## config.mk

```make
export PLATFORM = sky130hd
export DESIGN_NAME = neuron_layer_sched
export DESIGN_NICKNAME = d
export VERILOG_FILES = /design/src/rtl/neuron_layer_sched.sv
export SDC_FILE = /design/constraint.sdc
export NUM_CORES = 1
export LEC_CHECK = 0
export CAP_MARGIN = 10
export CORE_AREA = 3 3 189 145
export DETAILED_ROUTE_END_ITERATION = 10
export DIE_AREA = 0 0 192 148
export PLACE_DENSITY = 0.77
export SLEW_MARGIN = 10
export SYNTH_ARGS = -nofsm -noshare
export SYNTH_HDL_FRONTEND = slang
export SYNTH_SLANG_ARGS = --single-unit
```

## constraint.sdc

```tcl
create_clock -name clk -period 5.5 [get_ports clk]
set_clock_uncertainty 0.1 [all_clocks]
set_input_delay 0.825 -clock clk [delete_from_list [all_inputs] [get_ports clk]]
set_output_delay 0.825 -clock clk [all_outputs]
set_load 0.01 [all_outputs]
```

## src/rtl/neuron_layer_sched.sv

```systemverilog
// Shares one combinational neuron MAC across n_neurons leaky integrate-and-fire neurons.
// Latency: a frame accepted at edge 0 raises out_valid at edge 2*n_neurons+1, two cycles per neuron.
// Backpressure: in_ready only in IDLE; out_valid/out_spikes are held until out_ready.
module neuron_layer_sched #(
  parameter int n_size    = 8,
  parameter int b_size    = 8,
  parameter int n_neurons = 4,
  parameter int o_size    = 2*n_size + b_size/2,
  localparam int aw       = (n_neurons > 1) ? $clog2(n_neurons) : 1,
  localparam int dw       = b_size*n_size
) (
  input  logic                 clk,
  input  logic                 rst_n,
  input  logic                 in_valid,
  output logic                 in_ready,
  input  logic [dw-1:0]        in_data,
  output logic                 w_rd_en,
  output logic [aw-1:0]        w_addr,
  input  logic [dw-1:0]        w_rd_data,
  output logic [dw-1:0]        mac_data_in,
  output logic [dw-1:0]        mac_weights,
  input  logic [o_size-1:0]    mac_result,
  input  logic [o_size-1:0]    threshold,
  input  logic [3:0]           leak_sh,
  output logic                 out_valid,
  input  logic                 out_ready,
  output logic [n_neurons-1:0] out_spikes,
  output logic                 busy
);

  typedef enum logic [1:0] {IDLE, FETCH, MAC, DONE} state_t;

  state_t                state, state_nxt;
  logic [dw-1:0]         data_q;
  logic [o_size-1:0]     thr_q;
  logic [3:0]            leak_q;
  logic [aw-1:0]         k_q;
  logic [n_neurons-1:0]  spike_q;
  logic                  out_valid_q;
  logic [o_size-1:0]     v_mem [n_neurons];

  logic                  last_k;
  logic                  accept;
  logic [o_size-1:0]     v_cur;
  logic [o_size-1:0]     leak_amt;
  logic [o_size:0]       v_sum;
  logic [o_size-1:0]     v_sat;
  logic                  fire;

  assign last_k = (k_q == aw'(n_neurons - 1));
  assign accept = (state == IDLE) && in_valid;

  always_comb begin
    state_nxt = state;
    case (state)
      IDLE:    if (in_valid) state_nxt = FETCH;
      FETCH:   state_nxt = MAC;
      MAC:     state_nxt = last_k ? DONE : FETCH;
      DONE:    if (out_valid_q && out_ready) state_nxt = IDLE;
      default: state_nxt = IDLE;
    endcase
  end

  assign in_ready    = (state == IDLE);
  assign busy        = (state != IDLE);
  assign w_rd_en     = (state == FETCH);
  assign w_addr      = (state == FETCH) ? k_q : '0;
  assign mac_data_in = (state == MAC) ? data_q : '0;
  assign mac_weights = (state == MAC) ? w_rd_data : '0;
  assign out_valid   = out_valid_q;
  assign out_spikes  = out_valid_q ? spike_q : '0;

  // The subtraction cannot underflow since leak <= v; only the add can overflow.
  assign v_cur    = v_mem[k_q];
  assign leak_amt = (leak_q == 4'd0) ? '0 : (v_cur >> leak_q);
  assign v_sum    = {1'b0, v_cur} - {1'b0, leak_amt} + {1'b0, mac_result};
  assign v_sat    = v_sum[o_size] ? {o_size{1'b1}} : v_sum[o_size-1:0];
  assign fire     = (v_sat >= thr_q);

  always_ff @(posedge clk or negedge rst_n) begin
    if (!rst_n) begin
      state       <= IDLE;
      data_q      <= '0;
      thr_q       <= '0;
      leak_q      <= '0;
      k_q         <= '0;
      spike_q     <= '0;
      out_valid_q <= 1'b0;
      for (int i = 0; i < n_neurons; i++) v_mem[i] <= '0;
    end else begin
      state <= state_nxt;
      if (accept) begin
        data_q  <= in_data;
        thr_q   <= threshold;
        leak_q  <= leak_sh;
        k_q     <= '0;
        spike_q <= '0;
      end
      if (state == MAC) begin
        v_mem[k_q] <= fire ? '0 : v_sat;
        if (fire) spike_q[k_q] <= 1'b1;
        if (!last_k) k_q <= k_q + 1'b1;
      end
      // out_valid rises one cycle into DONE and drops after the handshake
      if (state == DONE) out_valid_q <= !(out_valid_q && out_ready);
    end
  end

endmodule

```

== Yosys cells after proc, flatten, opt, wreduce, memory -nomap -nowiden ==
Index checks and enable logic that the tools add are counted.

* Register bits: 177
* Output and inout bits: 138

* Muxes and demuxes: 25
* Bitwise gates (word level): 2
* Order comparisons: 5
* Equal/unequal tests: 6
* Shift-type cells: 1
* Add/sub/neg operators: 3
* Reductions and logical operators: 9

{| class="wikitable"
|+ Operators with widths
! cell !! count
|-
| $mux W64 || 2
|-
| $mux W20 || 6
|-
| $bwmux W80 || 1
|-
| $bmux W20 S2 || 1
|-
| $demux W20 S2 || 1
|-
| $add A21 B20 Y21 || 1
|-
| $sub A20 B20 Y21 || 1
|-
| $ge A20 B20 Y1 || 1
|-
| $shr A20 B4 Y20 || 1
|-
| $mux W4 || 4
|-
| $mux W2 || 7
|-
| $pmux W2 S4 || 1
|-
| $eq A2 B2 Y1 const B || 3
|-
| $logic_and A1 B1 Y1 || 4
|-
| $logic_not A4 Y1 || 1
|-
| $or A4 B4 Y4 || 1
|-
| $ge A3 B3 Y1 const B || 1
|-
| $lt A2 B3 Y1 const B || 1
|-
| $lt A3 B1 Y1 const B || 1
|-
| $not A2 Y3 || 1
|-
| $add A2 B1 Y2 const B || 1
|-
| $demux W1 S2 || 1
|-
| $eq A2 B1 Y1 const B || 1
|-
| $ge A2 B1 Y1 const B || 1
|-
| other kinds (7) || 7
|}

== Depth between registers and ports, before layout ==
* Depth after elaboration: 12
* Mapped depth: 32
* Gate-level depth less buffers: 27

== Worst setup path after synthesis ==
Ideal clock, no wire load.

* Path type: register to register
* Start point: reg k_q[0]
* End point: reg v_mem[49] in the netlist's numbering
* Cell stages (with the launch flop): 27
* Arrival: 5.644 ns
* Buffers on the path: 4
* Setup time: 0.129 ns
* Setup slack: -0.374 ns
* Clock period less this slack: 5.874 ns
* Cell sequence: dfrtp_1 > buf_6 > buf_6 > mux4_2 > mux4_2 > nand2_1 > o21ai_2 > o2bb2ai_2 > fa_1 > inv_1 > ha_1 > a211oi_2 > o21ai_1 > a211oi_2 > o21ai_2 > a21o_1 > a32oi_2 > inv_1 > ha_1 > nand4_1 > or3_1 > nor3_1 > a21oi_2 > buf_6 > nand3_4 > buf_6 > o21ai_0

* Word-level cells in the longest chain between the ends: 12
* Elaborated cells on any way between the ends: 17
* Those cells by class: 2 x add/sub; 3 x order compare; 1 x shift; 9 x mux; 1 x bitwise; 1 x reduce/logical

{| class="wikitable"
|+ RTL lines
! element !! RTL line !! source
|-
| from (decl) || 37 || <nowiki>logic [aw-1:0] k_q;</nowiki>
|-
| from (signal assigned) || 102 || <nowiki>if (!last_k) k_q <= k_q + 1'b1;</nowiki>
|-
| $not A2 Y3 (*) || 74, 100 ||
|-
| $bmux W20 S2 || 74 || <nowiki>assign v_cur = v_mem[k_q];</nowiki>
|-
| $mux W20 (not written as such) (2 in a row) || 74 ||
|-
| $shr A20 B4 Y20 || 75 || <nowiki>assign leak_amt = (leak_q == 4'd0) ? '0 : (v_cur >> leak_q);</nowiki>
|-
| $mux W20 || 75 ||
|-
| $sub A20 B20 Y21 || 76 || <nowiki>assign v_sum = {1'b0, v_cur} - {1'b0, leak_amt} + {1'b0, mac_result};</nowiki>
|-
| $add A21 B20 Y21 || 76 ||
|-
| $mux W20 || 77 || <nowiki>assign v_sat = v_sum[o_size] ? {o_size{1'b1}} : v_sum[o_size-1:0];</nowiki>
|-
| $ge A20 B20 Y1 || 78 || <nowiki>assign fire = (v_sat >= thr_q);</nowiki>
|-
| $mux W20 || 100 || <nowiki>v_mem[k_q] <= fire ? '0 : v_sat;</nowiki>
|-
| $bwmux W80 (*) || 100 ||
|-
| to (signal, indexed assignment) || 100 ||
|-
| to (decl) || 40 || <nowiki>logic [o_size-1:0] v_mem [n_neurons];</nowiki>
|}

Mark *: on every way between the ends. The rest lies on a longest branch, timed or not. The select of a mux whose other input is x is not followed.
A chain may end at the register's enable or synchronous reset.

== Worst setup path in the final report ==
* Start point: reg k_q[0]
* End point: reg v_mem[30] in the netlist's numbering

Same word-level chain as after synthesis.

==> impl_results.md <==
* Netlist cell types at 67
* Worst-path maximum fanout at 9
* Hold crit path type: reg -> reg
* Ys async rst share at 1.00
* Syn_area_per_cell at 8.49 sq um
* Vias in the first global route at approximately 11,000
* Diodes inserted at 0
* WL per Instance at about 19 microns
* Core Box Area at 0.0257 sq mm
* WS Path Type: reg -> reg
* Pre-CTS setup slack at -1.08 ns
* Gpl congestion at 0.971
* Final Cycle Share at 1.16
* Final antenna-violating net count at 0
* Post-synth EDFFs at 0
* Synthesis warning total at 0
* Drt initial violations at 892
* Post-synth top flop: dfrtp_1
* FF/Latch Area at 0.00443 sq mm
* Post-DP HPWL at ~28,000 microns
* Hold Path Cell Cnt at 2
* Fillers at approximately 2,000
* DP Cell Count at slightly above 2,000
* Data required time of the worst path at ~5.7 ns
* Worst Setup SP: k_q[0]
* Mapped Nets at 1,569
* R2R setup slack at -0.87 ns
* Final Non-Filler Cells at 2,143
* Initial Util at 0.439
* RSZ-0062 raised after global routing: true
* Top cell by count, worst path: buf_6
* Port buffer count at between 300 and 400
* Die ar. at approximately 0.028 sq mm
* Num Clock Sinks at about 180
* Layout Nets at around 2,000
* Slowest stage delay, CP at 0.55 ns
* Die Wd at 192 microns
* Register area share after synthesis at 0.393
* Area growth syn-to-layout at 55.4%
* Tmin final at roughly 6.4 ns
* Min-Delay Startpoint: data_q[24]
* Share of cells above drive strength 1 at 0.228
* Total wire length at between 40,000 and 50,000 microns
* Hold Fails Final Rpt at 0
* Die height at around 150 microns
* Max Clock Freq at ~160 MHz
* Max Root-Sink Buffers at 2
* Design area at ~0.018 sq mm
* DRC violations left at 0
* Multi-input logic area at between 0.006 and 0.007 sq mm
* Total CTS buffers at 17
* Reg clk slew, reported paths at 0.07 ns
* Placed cell area at between 0.015 and 0.02 sq mm
* Worst Tran Pin Value at ~1.1 ns
* Routed vias/inst at 5.25
* Endpoints failing setup at 84
* R2R Path Start: k_q[0]
* Global-route wire length before repair at between 60,000 and 70,000 microns
* Synthesized netlist cell count at roughly 1,300
* Max-Cap Viols at 0
* Slowest cell on the critical path: mux4_2
* Hold Path Sink: data_q[24]
* Number of synthesized register bits at between 150 and 200
* Fin. max-slew vios at 0
* Status: finished, violations left
* Failing checks: negative setup slack
* Largest net degree at the start of global routing at 96
* CP arrival at 6.57 ns
* Final core occ at 0.681
* Worst r2r dst: v_mem[30]
* Worst r2r path cells at 30
* Total grt overflow at 0
* Startpoint types: flop
* Drt pass-1 iters at 5
* Root buffer cell: clkbuf_16
* Slew HR at 0.241
* Worst Setup Slack, final at -0.866 ns
* Clock latency on the worst-skew pair at 0.43 ns
* Placement Rows at between 50 and 60
* H-tree depth at 4
* Initial antenna violation count at 0
* CTS tree: yes
* GRT Util Overall at 0.279
* # hold bufs at CTS at 0
* Syn Std Cell Area at about 0.011 sq mm
* Total number of vias at approximately 11,000
* CP endpoint kind: flop
* I/O Pins at about 310
==> metrics by stage <==
| step | TNS (ns) | hold WS, ns |
|---|---|---|
| after floorplan | -6.69 | 0.337 |
| after global placement | -53.37 | 0.349 |
| after detailed placement | -77.44 | 0.354 |
| after CTS | -52.65 | 0.371 |
| after global routing | -81.72 | 0.385 |
| final | -66.86 | 0.368 |
==> worst max-delay path: cells and delay by family (launching register included) <==
kind,cells,cell delay [ns]
flops,1,0.44
mux,2,0.76
simple gates,8,1.35
fa+ha+maj,3,1.22
buf+inv,8,1.12
compound gates,9,1.23
==> registers in the layout, indices dropped and copies added, names as in the netlist <==
register	flops
leak_q	4
k_q	2
state	2
data_q	64
spike_q	4
out_valid	1
thr_q	20
v_mem	80
==> layout make-up <==
cell class              count  share of cell area
repair buffers            504               0.277
flip-flops and latches    177               0.253
clock inverters            14             0.00885
inverters                 127              0.0272
clock buffers              18              0.0245
multi-input cells         959               0.385
well taps                 344              0.0246
==> layout by cell type (no fill, tap or decap), types with 19 or more instances in the layout <==
cell             netlist  layout
a21oi_1               33      24
and2_1               137     138
buf_4                  1     161
clkdlybuf4s50_1        0     312
dfrtp_1              177     176
fa_1                  20      19
ha_1                  45      35
inv_1                126     119
mux4_2                14      21
nand2_1              361     355
nor2_1                46      40
o21ai_0               80      38
o21ai_1               56      43
o21ai_2                4      57
==> cell usage after synthesis (20+ instances only) <==
master	instances	area (sq um)
o21ai_0	80	400
a21oi_1	33	165
mux2i_1	22	220
nand2_1	361	1360
dfrtp_1	177	4430
and2_1	137	857
nor2_1	46	173
inv_1	126	473
o21ai_1	56	280
fa_1	20	400
clkbuf_1	49	184
ha_1	45	563
==> routing by layer <==
metal  part of all wire  vias to the layer above  GRT usage
li1                   -                     5231          -
met1               0.42                     5423      0.382
met2               0.48                      519      0.451
met3              0.080                       70     0.0638
met4              0.020                        0     0.0724
met5                  0                        -          0
==> how the worst max path moves through the flow <==
| stage | cells after the start | to |
|---|---|---|
| 3_5_place_dp | 30 | v_mem[62] |
| 3_3_place_gp | 29 | v_mem[61] |
| 6_report | 30 | v_mem[30] |
| 5_1_grt | 32 | v_mem[35] |
| 2_1_floorplan | 27 | v_mem[58] |
| 4_1_cts | 28 | v_mem[57] |
==> repair_timing <==
action | 4_1_cts | 5_1_grt
endpoints found under the setup margin | 84 | 84
gates resized for setup | 122 | 50
pin swaps | 22 | 29
endpoints found under the hold margin | 0 | 0
setup buffers | 24 | 12
gates cloned | 9 | 0
==> cells by family (layout without fill, tap and decap cells) <==
family,after synthesis,after routing,synth area share
simple gates,582,587,0.234
compound gates,242,242,0.133
buf+inv,197,663,0.0733
flops,177,177,0.393
fa+ha+maj,65,65,0.0854
mux,48,48,0.0688
xor+xnor,16,16,0.0124
other cells,1,1,0.000333
Power is left out: the tool's default activity adds up to more than one toggle a clock period on the data nets, which glitch-free logic cannot reach.
